--- src/rtl/sysid_pkg.sv ---
// Shared types and constants for the system-ID probe master.
// Holds the probe FSM encoding, slave word addresses and default expected words.
package sysid_pkg;

  typedef enum logic [2:0] {
    ST_IDLE   = 3'd0,
    ST_REQ_ID = 3'd1,
    ST_LAT_ID = 3'd2,
    ST_REQ_TS = 3'd3,
    ST_LAT_TS = 3'd4,
    ST_FIN    = 3'd5
  } state_t;

  localparam logic        SYSID_ADDR_ID    = 1'b0;
  localparam logic        SYSID_ADDR_TS    = 1'b1;
  localparam logic [31:0] SYSID_DEFAULT_ID = 32'h0000_0000;
  localparam logic [31:0] SYSID_DEFAULT_TS = 32'h61E7_B90C;

endpackage

--- src/rtl/avm_read_phase.sv ---
// One Avalon-MM read phase: request held through waitrequest, fixed read latency, per-phase timeout.
// Data capture is flagged READ_LATENCY cycles after accept; a capture beats a timeout in the same cycle.
module avm_read_phase #(
  parameter int unsigned READ_LATENCY   = 0,
  parameter int unsigned TIMEOUT_CYCLES = 255
) (
  input  logic i_clock,
  input  logic i_reset,
  input  logic i_req,
  input  logic i_lat,
  input  logic i_avm_waitreq,
  output logic o_avm_read,
  output logic o_accept,
  output logic o_capture,
  output logic o_timeout
);

  localparam logic [2:0]  LAT_LOAD = READ_LATENCY[2:0];
  localparam logic [15:0] TMO_MAX  = TIMEOUT_CYCLES[15:0];

  logic [15:0] r_tmo_cnt;
  logic [2:0]  r_lat_cnt;
  logic        w_active;
  logic        w_tmo_hit;
  logic        w_accept;
  logic        w_capture;
  logic        w_timeout;

  assign w_active   = i_req | i_lat;
  assign w_tmo_hit  = w_active && (r_tmo_cnt == TMO_MAX);
  assign o_avm_read = i_req & ~w_tmo_hit;
  assign w_accept   = o_avm_read & ~i_avm_waitreq;
  // Zero latency: data is valid alongside the accept itself.
  assign w_capture  = (LAT_LOAD == 3'd0) ? w_accept : (i_lat && (r_lat_cnt == 3'd1));
  assign w_timeout  = w_tmo_hit & ~w_capture;

  assign o_accept   = w_accept;
  assign o_capture  = w_capture;
  assign o_timeout  = w_timeout;

  always_ff @(posedge i_clock) begin
    if (i_reset || !w_active || w_capture || w_timeout) begin
      r_tmo_cnt <= '0;
    end else begin
      r_tmo_cnt <= r_tmo_cnt + 16'd1;
    end
  end

  always_ff @(posedge i_clock) begin
    if (i_reset) begin
      r_lat_cnt <= '0;
    end else if (w_accept) begin
      r_lat_cnt <= LAT_LOAD;
    end else if (i_lat && (r_lat_cnt != 3'd0)) begin
      r_lat_cnt <= r_lat_cnt - 3'd1;
    end
  end

endmodule

--- src/rtl/sysid_check_master.sv ---
// Probes a sysid slave (word 0 = ID, word 1 = timestamp) and reports match/timeout flags.
// Start-to-done is 2*(1+READ_LATENCY)+1 cycles without stalls; start is ignored while busy.
module sysid_check_master
  import sysid_pkg::*;
#(
  parameter logic [31:0] EXPECTED_ID    = SYSID_DEFAULT_ID,
  parameter logic [31:0] EXPECTED_TS    = SYSID_DEFAULT_TS,
  parameter int unsigned READ_LATENCY   = 0,
  parameter int unsigned TIMEOUT_CYCLES = 255,
  parameter bit          AUTO_START     = 1'b1
) (
  input  logic        i_clock,
  input  logic        i_reset,
  input  logic        i_start,
  output logic        o_avm_address,
  output logic        o_avm_read,
  input  logic        i_avm_waitreq,
  input  logic [31:0] i_avm_readdata,
  output logic        o_busy,
  output logic        o_done,
  output logic        o_id_match,
  output logic        o_ts_match,
  output logic        o_timeout,
  output logic [31:0] o_id_value,
  output logic [31:0] o_ts_value
);

  state_t      r_state;
  state_t      w_next;
  logic        r_auto_pend;
  logic        r_id_match;
  logic        r_ts_match;
  logic        r_timeout;
  logic [31:0] r_id_value;
  logic [31:0] r_ts_value;
  logic        w_req;
  logic        w_lat;
  logic        w_is_ts;
  logic        w_launch;
  logic        w_accept;
  logic        w_capture;
  logic        w_timeout;

  assign w_req    = (r_state == ST_REQ_ID) || (r_state == ST_REQ_TS);
  assign w_lat    = (r_state == ST_LAT_ID) || (r_state == ST_LAT_TS);
  assign w_is_ts  = (r_state == ST_REQ_TS) || (r_state == ST_LAT_TS);
  assign w_launch = (r_state == ST_IDLE) && (i_start || r_auto_pend);

  avm_read_phase #(
    .READ_LATENCY   (READ_LATENCY),
    .TIMEOUT_CYCLES (TIMEOUT_CYCLES)
  ) u_phase (
    .i_clock       (i_clock),
    .i_reset       (i_reset),
    .i_req         (w_req),
    .i_lat         (w_lat),
    .i_avm_waitreq (i_avm_waitreq),
    .o_avm_read    (o_avm_read),
    .o_accept      (w_accept),
    .o_capture     (w_capture),
    .o_timeout     (w_timeout)
  );

  always_ff @(posedge i_clock) begin
    if (i_reset) begin
      r_state <= ST_IDLE;
    end else begin
      r_state <= w_next;
    end
  end

  always_comb begin
    w_next = r_state;
    case (r_state)
      ST_IDLE:   if (w_launch) w_next = ST_REQ_ID;
      ST_REQ_ID: begin
        if (w_timeout)      w_next = ST_FIN;
        else if (w_capture) w_next = ST_REQ_TS;
        else if (w_accept)  w_next = ST_LAT_ID;
      end
      ST_LAT_ID: begin
        if (w_timeout)      w_next = ST_FIN;
        else if (w_capture) w_next = ST_REQ_TS;
      end
      ST_REQ_TS: begin
        if (w_timeout || w_capture) w_next = ST_FIN;
        else if (w_accept)          w_next = ST_LAT_TS;
      end
      ST_LAT_TS: if (w_timeout || w_capture) w_next = ST_FIN;
      ST_FIN:    w_next = ST_IDLE;
      default:   w_next = ST_IDLE;
    endcase
  end

  always_comb begin
    o_busy        = (r_state != ST_IDLE);
    o_done        = (r_state == ST_FIN);
    o_avm_address = w_is_ts ? SYSID_ADDR_TS : SYSID_ADDR_ID;
  end

  // Match flags are registered at capture so they are settled by the done cycle.
  always_ff @(posedge i_clock) begin
    if (i_reset) begin
      r_auto_pend <= AUTO_START;
      r_id_match  <= 1'b0;
      r_ts_match  <= 1'b0;
      r_timeout   <= 1'b0;
      r_id_value  <= '0;
      r_ts_value  <= '0;
    end else begin
      if (w_launch) begin
        r_auto_pend <= 1'b0;
        r_id_match  <= 1'b0;
        r_ts_match  <= 1'b0;
        r_timeout   <= 1'b0;
        r_id_value  <= '0;
        r_ts_value  <= '0;
      end
      if (w_capture && !w_is_ts) begin
        r_id_value <= i_avm_readdata;
        r_id_match <= (i_avm_readdata == EXPECTED_ID);
      end
      if (w_capture && w_is_ts) begin
        r_ts_value <= i_avm_readdata;
        r_ts_match <= (i_avm_readdata == EXPECTED_TS);
      end
      if (w_timeout) begin
        r_timeout <= 1'b1;
      end
    end
  end

  assign o_id_match = r_id_match;
  assign o_ts_match = r_ts_match;
  assign o_timeout  = r_timeout;
  assign o_id_value = r_id_value;
  assign o_ts_value = r_ts_value;

endmodule
--- config.mk ---
export PLATFORM = sky130hd
export DESIGN_NAME = sysid_check_master
export DESIGN_NICKNAME = d
export VERILOG_FILES = /design/src/rtl/sysid_pkg.sv /design/src/rtl/avm_read_phase.sv /design/src/rtl/sysid_check_master.sv
export SDC_FILE = /design/constraint.sdc
export NUM_CORES = 1
export LEC_CHECK = 0
export ABC_AREA = 0
export BUFFER_PORTS_ARGS = -buffer_cell sky130_fd_sc_hd__buf_2
export CAP_MARGIN = 20
export CORE_MARGIN = 8
export CORE_UTILIZATION = 45
export CTS_CLUSTER_SIZE = 12
export DETAILED_ROUTE_END_ITERATION = 8
export PLACE_DENSITY = 0.77
export SYNTH_ARGS = -nofsm -noshare
export SYNTH_HDL_FRONTEND = slang
export SYNTH_HIERARCHICAL = 1
export SYNTH_SLANG_ARGS = --single-unit
--- constraint.sdc ---
create_clock -name i_clock -period 3.1 [get_ports i_clock]
set_input_delay 0.31 -clock i_clock [delete_from_list [all_inputs] [get_ports i_clock]]
set_output_delay 0.31 -clock i_clock [all_outputs]
set_load 0.005 [all_outputs]
* Yosys cells after proc, flatten, opt, wreduce, memory -nomap -nowiden
Cells that the tools add are included.
** Storage, ports and cells
- Register bits :: 87
- Word-level logic and storage cells :: 64
** Cells by class
- Multiplexer cells :: 15
- Add/sub/neg operators :: 1
- Reductions and logical operators :: 22
- Equality and inequality tests :: 11
- Bitwise operators :: 7
** Operator list (count)
- $mux 32 :: 3
- $eq 32x31->1 const B :: 1
- $logic_not 32->1 :: 1
- $mux 3 :: 6
- $add 16x1->16 const B :: 1
- $eq 16x8->1 const B :: 1
- $pmux 3 s4 :: 1
- $logic_or 1x1->1 :: 8
- $eq 3x2->1 const B :: 2
- $eq 3x3->1 const B :: 2
- $ne 3x1->1 const B :: 2
- $reduce_bool 2->1 :: 3
- $mux 1 :: 5
- $logic_and 1x1->1 :: 4
- $reduce_and 4->1 :: 1
- $and 1x1->1 :: 3
- $eq 3x1->1 const B :: 1
- $logic_not 3->1 :: 1
- $not 1->1 :: 3
- $reduce_bool 3->1 :: 1
- $logic_not 1->1 :: 2
- $ne 2x1->1 const B :: 1
- $ne 2x2->1 const B :: 1
- $reduce_or 2->1 :: 1
- $or 1x1->1 :: 1

* Logic depth before layout (Yosys ltp)
Gate-level depths: netlist of the first run.
- Depth after elaboration :: 12
- Gate-level depth with buffers :: 13

* Cells and area by module
Netlist of the first run, hierarchy kept.
** By module, submodules not included
- sysid_check_master :: area an instance 2700.1 µm², instances 1, cells an instance 275, sequential area each 1421.4 µm²
- avm_read_phase :: area an instance 755.7 µm², instances 1, cells an instance 83, sequential area each 320.3 µm²

* Least setup slack after synthesis of the first run
OpenSTA, ideal clock, no wires.
- Path kind :: register -> register
- Start :: register r_state[2]
- End :: register r_id_value[10] (netlist: o_id_value[10])
- Slack :: 0.364 ns
- Data arrival time :: 2.604 ns
- Cell stages (with the launch flop) :: 14
- Buffers on the path :: 4
- Setup time :: 0.132 ns
- Period minus slack after synthesis :: 2.736 ns
- Cells stage by stage :: dfxtp_1 > buf_2 > xnor2_1 > nor2_1 > o21ai_0 > nor3_1 > nor3b_1 > buf_4 > inv_1 > a221o_1 > buf_2 > buf_2 > nand3_1 > a21oi_1
** Between the ends
- Word-level cells in the longest chain between the ends :: 9
- Elaborated cells between the ends (all ways) :: 18
- Those cells by class :: eq/ne: 4; mux: 1; bitwise: 4; reduce/logical: 9
** Ends and longest elaborated chain
- start, declared :: RTL line sysid_check_master.sv:28 : state_t r_state;
- start signal, assigned :: RTL line sysid_check_master.sv:68 : r_state <= w_next;
- $eq 3x2->1 or $eq 3x3->1 (tied branches) :: RTL line sysid_check_master.sv:45 : assign w_lat = (r_state == ST_LAT_ID) || (r_state == ST_LAT_TS);
- $logic_or 1x1->1 (*) :: RTL line sysid_check_master.sv:45
- via w_lat :: RTL line sysid_check_master.sv:37 : logic w_lat;
- $or 1x1->1 (*) :: RTL line avm_read_phase.sv:29 : assign w_active = i_req | i_lat;
- $logic_and 1x1->1 (*) :: RTL line avm_read_phase.sv:30 : assign w_tmo_hit = w_active && (r_tmo_cnt == TMO_MAX);
- $not 1->1 (*) :: RTL line avm_read_phase.sv:31 : assign o_avm_read = i_req & ~w_tmo_hit;
- $and 1x1->1 (*) :: RTL line avm_read_phase.sv:31
- $and 1x1->1 (*) :: RTL line avm_read_phase.sv:32 : assign w_accept = o_avm_read & ~i_avm_waitreq;
- via w_accept :: RTL line sysid_check_master.sv:40 : logic w_accept;
- $logic_and 1x1->1 (*) :: RTL line sysid_check_master.sv:119 : if (w_capture && !w_is_ts) begin
- $mux 32 or $reduce_bool 2->1 (tied branches)
- end signal, assigned :: RTL line sysid_check_master.sv:120 : r_id_value <= i_avm_readdata;
- end, declared :: RTL line sysid_check_master.sv:34 : logic [31:0] r_id_value;
Mark *: on every way through the listed nets, which the timed path passes. The rest lies on a longest branch.
A chain may end at the register's enable or synchronous reset.

* Worst setup path after layout of the first run
- Start :: register r_state[2]
- End :: register r_id_match (netlist: o_id_match)
** Between the ends
- Word-level cells in the longest chain between the ends :: 9
- Elaborated cells between the ends (all ways) :: 18
- Those cells by class :: eq/ne: 4; mux: 1; bitwise: 4; reduce/logical: 9
** Ends and longest elaborated chain
- $eq 3x2->1 or $eq 3x3->1 (tied branches) :: RTL line sysid_check_master.sv:45
- $logic_or 1x1->1 (*) :: RTL line sysid_check_master.sv:45
- via w_lat :: RTL line sysid_check_master.sv:37
- $or 1x1->1 (*) :: RTL line avm_read_phase.sv:29
- $logic_and 1x1->1 (*) :: RTL line avm_read_phase.sv:30
- $not 1->1 (*) :: RTL line avm_read_phase.sv:31
- $and 1x1->1 (*) :: RTL line avm_read_phase.sv:31
- $and 1x1->1 (*) :: RTL line avm_read_phase.sv:32
- via w_accept :: RTL line sysid_check_master.sv:40
- $logic_and 1x1->1 (*) :: RTL line sysid_check_master.sv:119
- $mux 1 or $reduce_bool 2->1 (tied branches)
- end signal, assigned :: RTL line sysid_check_master.sv:121 : r_id_match <= (i_avm_readdata == EXPECTED_ID);
- end, declared :: RTL line sysid_check_master.sv:31 : logic r_id_match;
Marks and branches as above.

==> results by group, run 1 <==
Floorplan
  – Row cnt: 32
  – Die ar.: 10740 um2
  – IO Count: 107
  – Core Region: 7567 um2
  – DIE WIDTH: 103.6 um
  – Initial core utilization: 45.67%
  – DIE HEIGHT: 103.6 um

Clocking
  – Clock buffer count from CTS: 9
  – Clock transition at path regs: 90 ps
  – CTS Root Cell: clkbuf_8
  – CTS sink cnt: 87
  – # hold bufs at CTS: 0
  – Max Root-Sink Buffers: 2
  – Worst-skew pair later-pin latency: 360 ps
  – H-tree depth: 3
  – CTS tree: done

Global routing
  – GRT overflow: 0
  – Total track usage: 17.55%
  – Initial antenna violation count: 0
  – Vias in the first global route: 3026
  – First-pass GRT wire length: 15.69 mm
  – Largest net degree at the start of global routing: 35

Layout
  – Layout cell share with drive strength beyond 1: 31.10%
  – Area of the multi-input gates: 1510 um2
  – Layout area overhead: 21.65%
  – Total inserted antenna cells: 0
  – Fillers: 666
  – Register area: 1742 um2
  – Nets: 495

Min path
  – Min-Delay Path Depth: 2
  – Critical hold path startpoint: i_avm_readdata[10]
  – Type of the most critical hold path: input port to flip-flop
  – Worst hold endpoint: o_ts_value[10]

Timing
  – Setup tns final: 0 ps
  – Worst slew margin: 57.84%
  – Worst-Margin Slew: 632.4 ps
  – Crit share post-route: 85.90%
  – # setup viols final: 0
  – RSZ-0062 raised after global routing: no
  – Final Max Slew Viols: 0
  – Clk_skew: 10.50 ps
  – Count of final hold-check violations: 0
  – Minimum clock period after layout: 2663 ps
  – Fmax: 0.3756 GHz

Logic synthesis
  – Mapped Area: 3456 um2
  – Synth Flop Type: dfxtp_1
  – Syn Nets: 395
  – Ys Warns: 6
  – Seq/Total Area, Yosys: 50.40%
  – Synthesized instance count: 358
  – FFs w/ async S/R, synth: 0%
  – Syn Area/Cell: 9.653 um2
  – Distinct cells, synth: 48
  – #FFs+latches synth: 87
  – Post-synth EDFFs: 0

Route
  – Post-route DRC violation count: 0
  – Starting DRC count in detailed routing: 207
  – WL final: 9.389 mm
  – Vias per cell: 5.570
  – Vias: 3147
  – Wire per inst: 16.62 um
  – Final ANT Viol Nets: 0
  – TritonRoute pass-1 iters: 4

Setup path
  – R2r endpoint: o_id_match
  – CP startpoint kind: flip-flop
  – Critical path cell sequence: xnor2_1, nor2_1, o21ai_1, nor3_1, buf_4, nor3b_1, buf_4, inv_1, a221o_1, buf_4, nand4b_1, o31ai_1
  – Crit Path Category: flip-flop to flip-flop
  – CP max-delay cell: dfxtp_1
  – WP data required: 3340 ps
  – CP Data Arrival Time: 2900 ps
  – Crit path max fanout: 34
  – Critical path capture point type: flip-flop
  – Max stage delay on crit path: 550 ps
  – Reg-to-reg setup timing slack: 440 ps
  – FF-to-FF Start: r_state[2]
  – Worst Reg-to-Reg Cells: 12
  – CP dominant cell by count: buf_4
  – Worst Setup SP: r_state[2]

Outcome
  – Status: finished, final reports clean

Power and ir drop
  – PD cells: 553.7 nW/um2
  – VDD IR max: 273.9 uV
  – P_leak: 1.788 nW
  – Total Power: 0.002328 W

Placement
  – # port buffers: 106
  – Placer Congestion: 0.8513
  – Placed wire-length estimate: 6.759 mm

Flow run
  – Total of max-cap violations: 0
==> sequential cells by signal, summed over array words and instances, names as in the netlist <==
signal and count:
o_id_match 1, o_id_value 32, o_timeout 1, o_ts_match 1, o_ts_value 32, r_auto_pend 1
r_state 3, u_phase/r_tmo_cnt 16
==> critical path, delay by kind of cell (launching register included) <==
| family | cells | cell delay, ps |
|---|---|---|
| AO/OA/AOI/OAI | 3 | 640 |
| AND/OR/NAND/NOR | 4 | 470 |
| buffers and inverters | 4 | 690 |
| XOR/XNOR | 1 | 160 |
| flip-flops | 1 | 550 |
==> report_power, final <==
part,internal [W],leakage (nW),switching (W)
sequential,0.00115,0.704,0.0000274
clock,0.000382,0.102,0.000405
combinational,0.000123,0.982,0.000235
==> how the worst max path moves through the flow <==
stage                      to
2_1_floorplan  o_id_value[10]
3_3_place_gp       o_ts_match
3_5_place_dp       o_id_match
4_1_cts        o_id_value[12]
5_1_grt        o_id_value[12]
6_report           o_id_match
==> what timing repair did <==
item                       in CTS  in global routing
resized for setup               0                  1
setup buffers                   0                  0
setup endpoints to repair       0                  2
hold endpoints to repair        0                  0
==> per-layer routing <==
metal | routed length, um | up-vias | GRT usage [%]
li1 | - | 1509 | -
met1 | 4352 | 1527 | 22.87
met2 | 4293 | 100 | 26.63
met3 | 621 | 11 | 5.204
met4 | 121 | 0 | 6.611
met5 | 0 | - | 0
==> layout make-up <==
type / instances / share of cell area (%)
multi-input combinational: 239 / 35.92
inverter: 6 / 0.5357
clock inverter: 3 / 0.5952
tap: 102 / 3.036
clock buffer: 13 / 4.256
timing repair buffer: 115 / 14.23
sequential: 87 / 41.43
==> cell usage in the layout, fill, tap and decap left out, types with 2 or more instances in the layout <==
| cell type | Yosys | final |
|---|---|---|
| nand4_2 | 2 | 2 |
| nand3_1 | 36 | 36 |
| nand2_1 | 33 | 33 |
| a21oi_1 | 38 | 38 |
| xnor2_1 | 8 | 8 |
| and3_1 | 3 | 3 |
| inv_1 | 6 | 6 |
| clkbuf_8 | 0 | 13 |
| o21ai_0 | 7 | 6 |
| dfxtp_1 | 87 | 87 |
| xor2_1 | 5 | 5 |
| a22o_1 | 32 | 32 |
| nor4_1 | 11 | 11 |
| nand4_1 | 8 | 8 |
| nor3_1 | 4 | 4 |
| buf_4 | 2 | 9 |
| or3_1 | 4 | 4 |
| nor2_1 | 18 | 18 |
| buf_2 | 10 | 106 |
| a2111oi_0 | 2 | 2 |
| and4_1 | 2 | 2 |
| clkinv_4 | 0 | 2 |
==> cells by family after synthesis <==
logic type | share of synthesized area (%)
multiplexers | 0.2897
XOR/XNOR | 3.295
flip-flops | 50.40
adder cells (fa/ha/maj) | 0.3620
AO/OA/AOI/OAI | 18.36
buffers and inverters | 6.227
AND/OR/NAND/NOR | 21.07
==> Yosys cell counts (5+ instances only) <==
master,instances,area [um2]
a21oi_1,38,190.2
nor4_1,11,68.82
nand4_1,8,50.05
nand2_1,33,123.9
nand3_1,36,180.2
dfxtp_1,87,1742
nor2_1,18,67.56
inv_1,6,22.52
xnor2_1,8,70.07
buf_6,10,112.6
xor2_1,5,43.79
a22o_1,32,280.3
buf_2,10,50.05
o21ai_0,7,35.03
==> per-stage QoR <==
stage / instance area, um2 / worst slack (ps) / hold WS, ps / cells / utilization, %
final: 4204 / 437.3 / 207.9 / 565 / 55.56
after global routing: 4204 / 135.0 / 198.7 / 565 / 55.56
after CTS: 4204 / 308.7 / 194.7 / 565 / 55.56
after detailed placement: 4000 / 339.3 / 431.0 / 549 / 52.86
after global placement: 4000 / 465.7 / 423.1 / 549 / 52.86
after floorplan: 3456 / 363.9 / 387.4 / 358 / -
Power figures use the tool's default switching activity.
==> inputs of run 2 (changes only) <==
- MAX_ROUTING_LAYER: not set -> met4
==> run 2 against run 1 <==
Sequential share of layout area unchanged. Via count is 0.67% higher. Largest power group unchanged. First-iteration DRC count is 8.7% higher. Clock power about the same. Flip-flop and latch count is the same. Clock-buffer cell count unchanged. Hold slack worse by 2.3 ps. Critical path type unchanged. Core utilization is the same. Final area stayed put. Combinational power hardly changed. Fmax is 0.31% lower.
==> results by group, run 2 (synthesis results as in run 1) <==
Global routing
  – Total track usage: 18.02%
  – Largest net degree at the start of global routing: 35
  – Initial antenna violation count: 0
  – First-pass GRT wire length: 15.70 mm
  – GRT overflow: 0
  – Vias in the first global route: 3031

Floorplan
  – DIE WIDTH: 103.6 um
  – DIE HEIGHT: 103.6 um
  – IO Count: 107
  – Die ar.: 10740 um2
  – Row cnt: 32
  – Core Region: 7567 um2
  – Initial core utilization: 45.67%

Timing
  – Count of final hold-check violations: 0
  – Setup tns final: 0 ps
  – Clk_skew: 12.86 ps
  – RSZ-0062 raised after global routing: no
  – # setup viols final: 0
  – Worst slew margin: 58.19%
  – Fmax: 0.3744 GHz
  – Worst-Margin Slew: 627.1 ps
  – Minimum clock period after layout: 2671 ps
  – Final Max Slew Viols: 0
  – Crit share post-route: 86.16%

Route
  – Met2 routed WL: 4.227 mm
  – Met3 WL: 590 um
  – Vias: 3168
  – Post-route DRC violation count: 0
  – Vias per cell: 5.607
  – WL final: 9.386 mm
  – Max layer used: met4
  – Wire per inst: 16.61 um
  – Wire length on met1: 4.442 mm
  – TritonRoute pass-1 iters: 4
  – Final ANT Viol Nets: 0
  – Starting DRC count in detailed routing: 225

Clocking
  – Clock buffer count from CTS: 9
  – CTS tree: done
  – Worst-skew pair later-pin latency: 360 ps
  – CTS sink cnt: 87
  – CTS Root Cell: clkbuf_8
  – # hold bufs at CTS: 0
  – Max Root-Sink Buffers: 2
  – H-tree depth: 3
  – Clock transition at path regs: 90 ps

Layout
  – Layout cell share with drive strength beyond 1: 31.10%
  – Most common cell after layout, fill and taps aside: buf_2
  – Layout area overhead: 21.65%
  – Register area: 1742 um2
  – Nets: 495
  – Fillers: 666
  – Commonest non-fill, non-tap cells in the layout: buf_2 (106), dfxtp_1 (87), a21oi_1 (38)
  – Area of the multi-input gates: 1510 um2
  – Total inserted antenna cells: 0
  – Fin area: 4204 um2

Power and ir drop
  – Logic pwr share: 15.4%
  – Cell internal pwr: 0.001660 W
  – Psw: 0.0006664 W
  – Sw Ratio: 28.65%
  – Share of total power in the clock network: 33.8%
  – VDD IR max: 273.2 uV
  – Sequential share of power: 50.8%
  – P_leak: 1.788 nW
  – PD cells: 553.3 nW/um2

Placement
  – # port buffers: 106
  – Placer Congestion: 0.8647
  – Placed wire-length estimate: 6.759 mm
  – DP Area: 4000 um2

Setup path
  – CP startpoint kind: flip-flop
  – Worst Setup SP: r_state[2]
  – Crit Path Category: flip-flop to flip-flop
  – Crit path max fanout: 34
  – Critical path capture point type: flip-flop
  – CP Data Arrival Time: 2940 ps
  – Worst Reg-to-Reg Cells: 11
  – FF-to-FF Start: r_state[2]
  – WP data required: 3370 ps

Min path
  – Critical hold path startpoint: i_avm_readdata[10]
  – Type of the most critical hold path: input port to flip-flop
  – Min-Delay Path Depth: 2

Flow run
  – Total of max-cap violations: 0

Outcome
  – Status: finished, final reports clean
run 2: cell counts in the layout (fill, tap and decap cells not counted):
No cell type changed its count.
run 2: repair_timing:
action,CTS,global route
resized for setup,0,1
endpoints found under the setup margin,0,2
setup buffers,0,0
run 2: path summary, 6_finish.rpt:
check	to	slack (ps)
min reg2reg	u_phase/r_tmo_cnt[0]	440
max	o_id_match	430
min	o_ts_value[10]	210
max reg2reg	o_id_match	430
run 2: through the flow:
stage	power, W	hold slack (ps)	instances	util (%)	worst slack, ps
finish	0.002326	205.6	565	55.56	429.1
global route	0.002439	201.3	565	55.56	134.8
CTS	0.002337	194.7	565	55.56	308.7
detailed placement	0.001565	431.0	549	52.86	339.3
global placement	0.001555	423.1	549	52.86	465.7
floorplan	0.001467	387.4	358	-	363.9
run 2: worst max-delay path, stage by stage, from the launching register on:
cell and delay (ps):
dfxtp_1 550, xnor2_1 160, nor2_1 70, o21ai_1 290
nor3_1 80, buf_4 170, nor3b_1 170, buf_4 180
inv_1 110, a221o_1 270, buf_4 240, o31ai_1 270
run 2: metal layers:
| metal | global-route usage (%) | vias up |
|---|---|---|
| met3 | 4.709 | 13 |
| met1 | 23.17 | 1538 |
| li1 | - | 1513 |
| met5 | - | - |
| met2 | 26.54 | 104 |
| met4 | 6.611 | 0 |
run 2: layout make-up:
| cell class | count | area share, % |
|---|---|---|
| multi-input cells | 239 | 35.92 |
| repair buffers | 115 | 14.23 |
| clock inverters | 3 | 0.5952 |
| flip-flops and latches | 87 | 41.43 |
| well taps | 102 | 3.036 |
| inverters | 6 | 0.5357 |
| clock buffers | 13 | 4.256 |
run 2: power by group through the flow:
stage	Combinational (W)	Sequential [W]	Clock, W
after CTS	0.000358	0.00118	0.000797
after global routing	0.000395	0.00119	0.000856
after floorplan	0.000266	0.00120	0
after detailed placement	0.000357	0.00121	0
after global placement	0.000348	0.00121	0
final	0.000357	0.00118	0.000787
==> inputs of run 3 (changes only) <==
- clock period: 3.1 -> 3.4 ns (I/O delays scaled with it)
==> run 3 against run 2 <==
Core utilization is 0.55 points higher. Global-route usage shrank 0.13 points. Fmax fell by 8.8%. Non-clock buffer count shrank 1. Sequential share of layout area fell by 0.40 points. Final cell count shrank 0.18%. Via count fell by 1.9%. Clock-buffer cell count shrank 3. Sequential power down 8%. First-iteration DRC count decreased by 5.8%. Clock skew fell by 5.0 ps. Largest cell class unchanged. Hold slack better by 23 ps. Critical endpoint is now o_id_value[23].
==> results by group, run 3 (synthesis results as in run 1) <==
Global routing
  – Vias in the first global route: 2973
  – First-pass GRT wire length: 15.52 mm
  – Largest net degree at the start of global routing: 44
  – Total track usage: 17.89%
  – GRT overflow: 0
  – Initial antenna violation count: 0

Route
  – TritonRoute pass-1 iters: 4
  – Starting DRC count in detailed routing: 212
  – Wire per inst: 16.78 um
  – Final ANT Viol Nets: 0
  – Post-route DRC violation count: 0
  – Vias: 3108
  – Vias per cell: 5.511
  – WL final: 9.465 mm

Timing
  – Setup tns final: 0 ps
  – Fmax: 0.3415 GHz
  – Count of final hold-check violations: 0
  – Worst-Margin Slew: 785.9 ps
  – Worst hold slack: 228.7 ps
  – Worst setup margin: 471.4 ps
  – # setup viols final: 0
  – RSZ-0062 raised after global routing: no
  – Worst slew margin: 47.61%
  – Final Max Slew Viols: 0
  – Minimum clock period after layout: 2929 ps
  – Clk_skew: 7.860 ps
  – Crit share post-route: 86.14%

Setup path
  – Crit path max fanout: 34
  – Critical path cell sequence: xnor2_1, nor2_1, o21ai_0, nor3_1, buf_4, nor3b_1, buf_4, inv_1, a221o_1, buf_4, nand3_1, a21oi_1
  – CP max-delay cell: dfxtp_1
  – Worst Reg-to-Reg Cells: 12
  – Crit Path Category: flip-flop to flip-flop
  – WP data required: 3610 ps
  – Critical path capture point type: flip-flop
  – CP Data Arrival Time: 3140 ps
  – CP dominant cell by count: buf_4
  – CP startpoint kind: flip-flop
  – Max stage delay on crit path: 670 ps

Layout
  – Final core utilization: 56.10%
  – Commonest non-fill, non-tap cells in the layout: buf_2 (106), dfxtp_1 (87), a21oi_1 (38)
  – Layout area overhead: 22.85%
  – Nets: 494
  – Most common cell after layout, fill and taps aside: buf_2
  – Layout cell share with drive strength beyond 1: 30.95%
  – Total inserted antenna cells: 0

Clocking
  – H-tree depth: 3
  – CTS Root Cell: clkbuf_8
  – CTS tree: done
  – Max Root-Sink Buffers: 2
  – Clock transition at path regs: 90 ps
  – CTS sink cnt: 87
  – Clock buffer count from CTS: 9
  – # hold bufs at CTS: 0
  – Worst-skew pair later-pin latency: 360 ps
  – Post-cts repair resize count: 0
  – Post-CTS Setup Inserts: 0

Power and ir drop
  – Sequential share of power: 47.2%
  – PD cells: 540.7 nW/um2
  – Share of total power in the clock network: 38.8%
  – Logic pwr share: 14.0%
  – Total Power: 0.002296 W
  – P_leak: 1.804 nW
  – VDD IR max: 308.7 uV
  – Cell internal pwr: 0.001678 W
  – Psw: 0.0006181 W
  – Sw Ratio: 26.93%

Floorplan
  – DIE WIDTH: 103.6 um
  – Core Region: 7567 um2
  – Initial core utilization: 45.67%
  – Die ar.: 10740 um2
  – Row cnt: 32
  – DIE HEIGHT: 103.6 um
  – IO Count: 107

Outcome
  – Status: finished, final reports clean

Placement
  – # port buffers: 106
  – Setup WS pre-CTS: 537.7 ps
  – Placer Congestion: 0.8147
  – Placed wire-length estimate: 6.802 mm

Min path
  – Type of the most critical hold path: input port to flip-flop
  – Min-Delay Path Depth: 2

Flow run
  – Total of max-cap violations: 0
-- run 3: changes by cell type in the layout (fill, tap and decap cells not counted), sizes merged --
cell    change
buf         -1
bufinv      +3
clkbuf      -3
clkinv      -1
inv         +1
-- run 3: area by class of cell --
class                   count  area, um2
clock buffers              10      137.6
inverters                   6      22.52
flip-flops and latches     87       1742
well taps                 102      127.6
repair buffers            114      590.6
multi-input cells         239       1510
clock inverters             6      115.1
fillers                   672       3322
-- run 3: path summary, 6_finish.rpt --
| path | slack (ps) | endpoint | from |
|---|---|---|---|
| worst max-delay path | 470 | o_id_value[23] | r_state[2] |
| worst min register to register | 450 | r_auto_pend | r_auto_pend |
| worst min-delay path | 230 | o_ts_value[10] | i_avm_readdata[10] |
| worst max register to register | 470 | o_id_value[23] | r_state[2] |
-- run 3: power by group through the flow --
stage          clock, W  combinational [W]  sequential (W)
4_1_cts        0.000904           0.000323         0.00108
5_1_grt        0.000952           0.000354         0.00109
2_1_floorplan         0           0.000242         0.00110
6_report       0.000890           0.000322         0.00108
3_5_place_dp          0           0.000323         0.00111
3_3_place_gp          0           0.000316         0.00111
-- run 3: per-stage QoR --
stage,cell area (um2),instances
final,4245,564
after detailed placement,3993,548
after global routing,4245,564
after floorplan,3456,358
after global placement,3993,548
after CTS,4245,564
-- run 3: per-layer routing --
layer | track usage, % | wire [um] | vias up
li1 | - | - | 1500
met1 | 22.48 | 4364 | 1488
met2 | 26.99 | 4320 | 108
met3 | 5.328 | 664 | 12
met4 | 5.456 | 116 | 0
met5 | - | 0 | -
-- run 3: worst max-delay path: cells and delay by family, from the launching register on --
kind	cells	cell delay, ps
AOI/OAI and AO/OA	3	730
xor gates and xnor gates	1	170
buffers and inverters	4	710
DFF	1	670
and+or+nand+nor	4	480
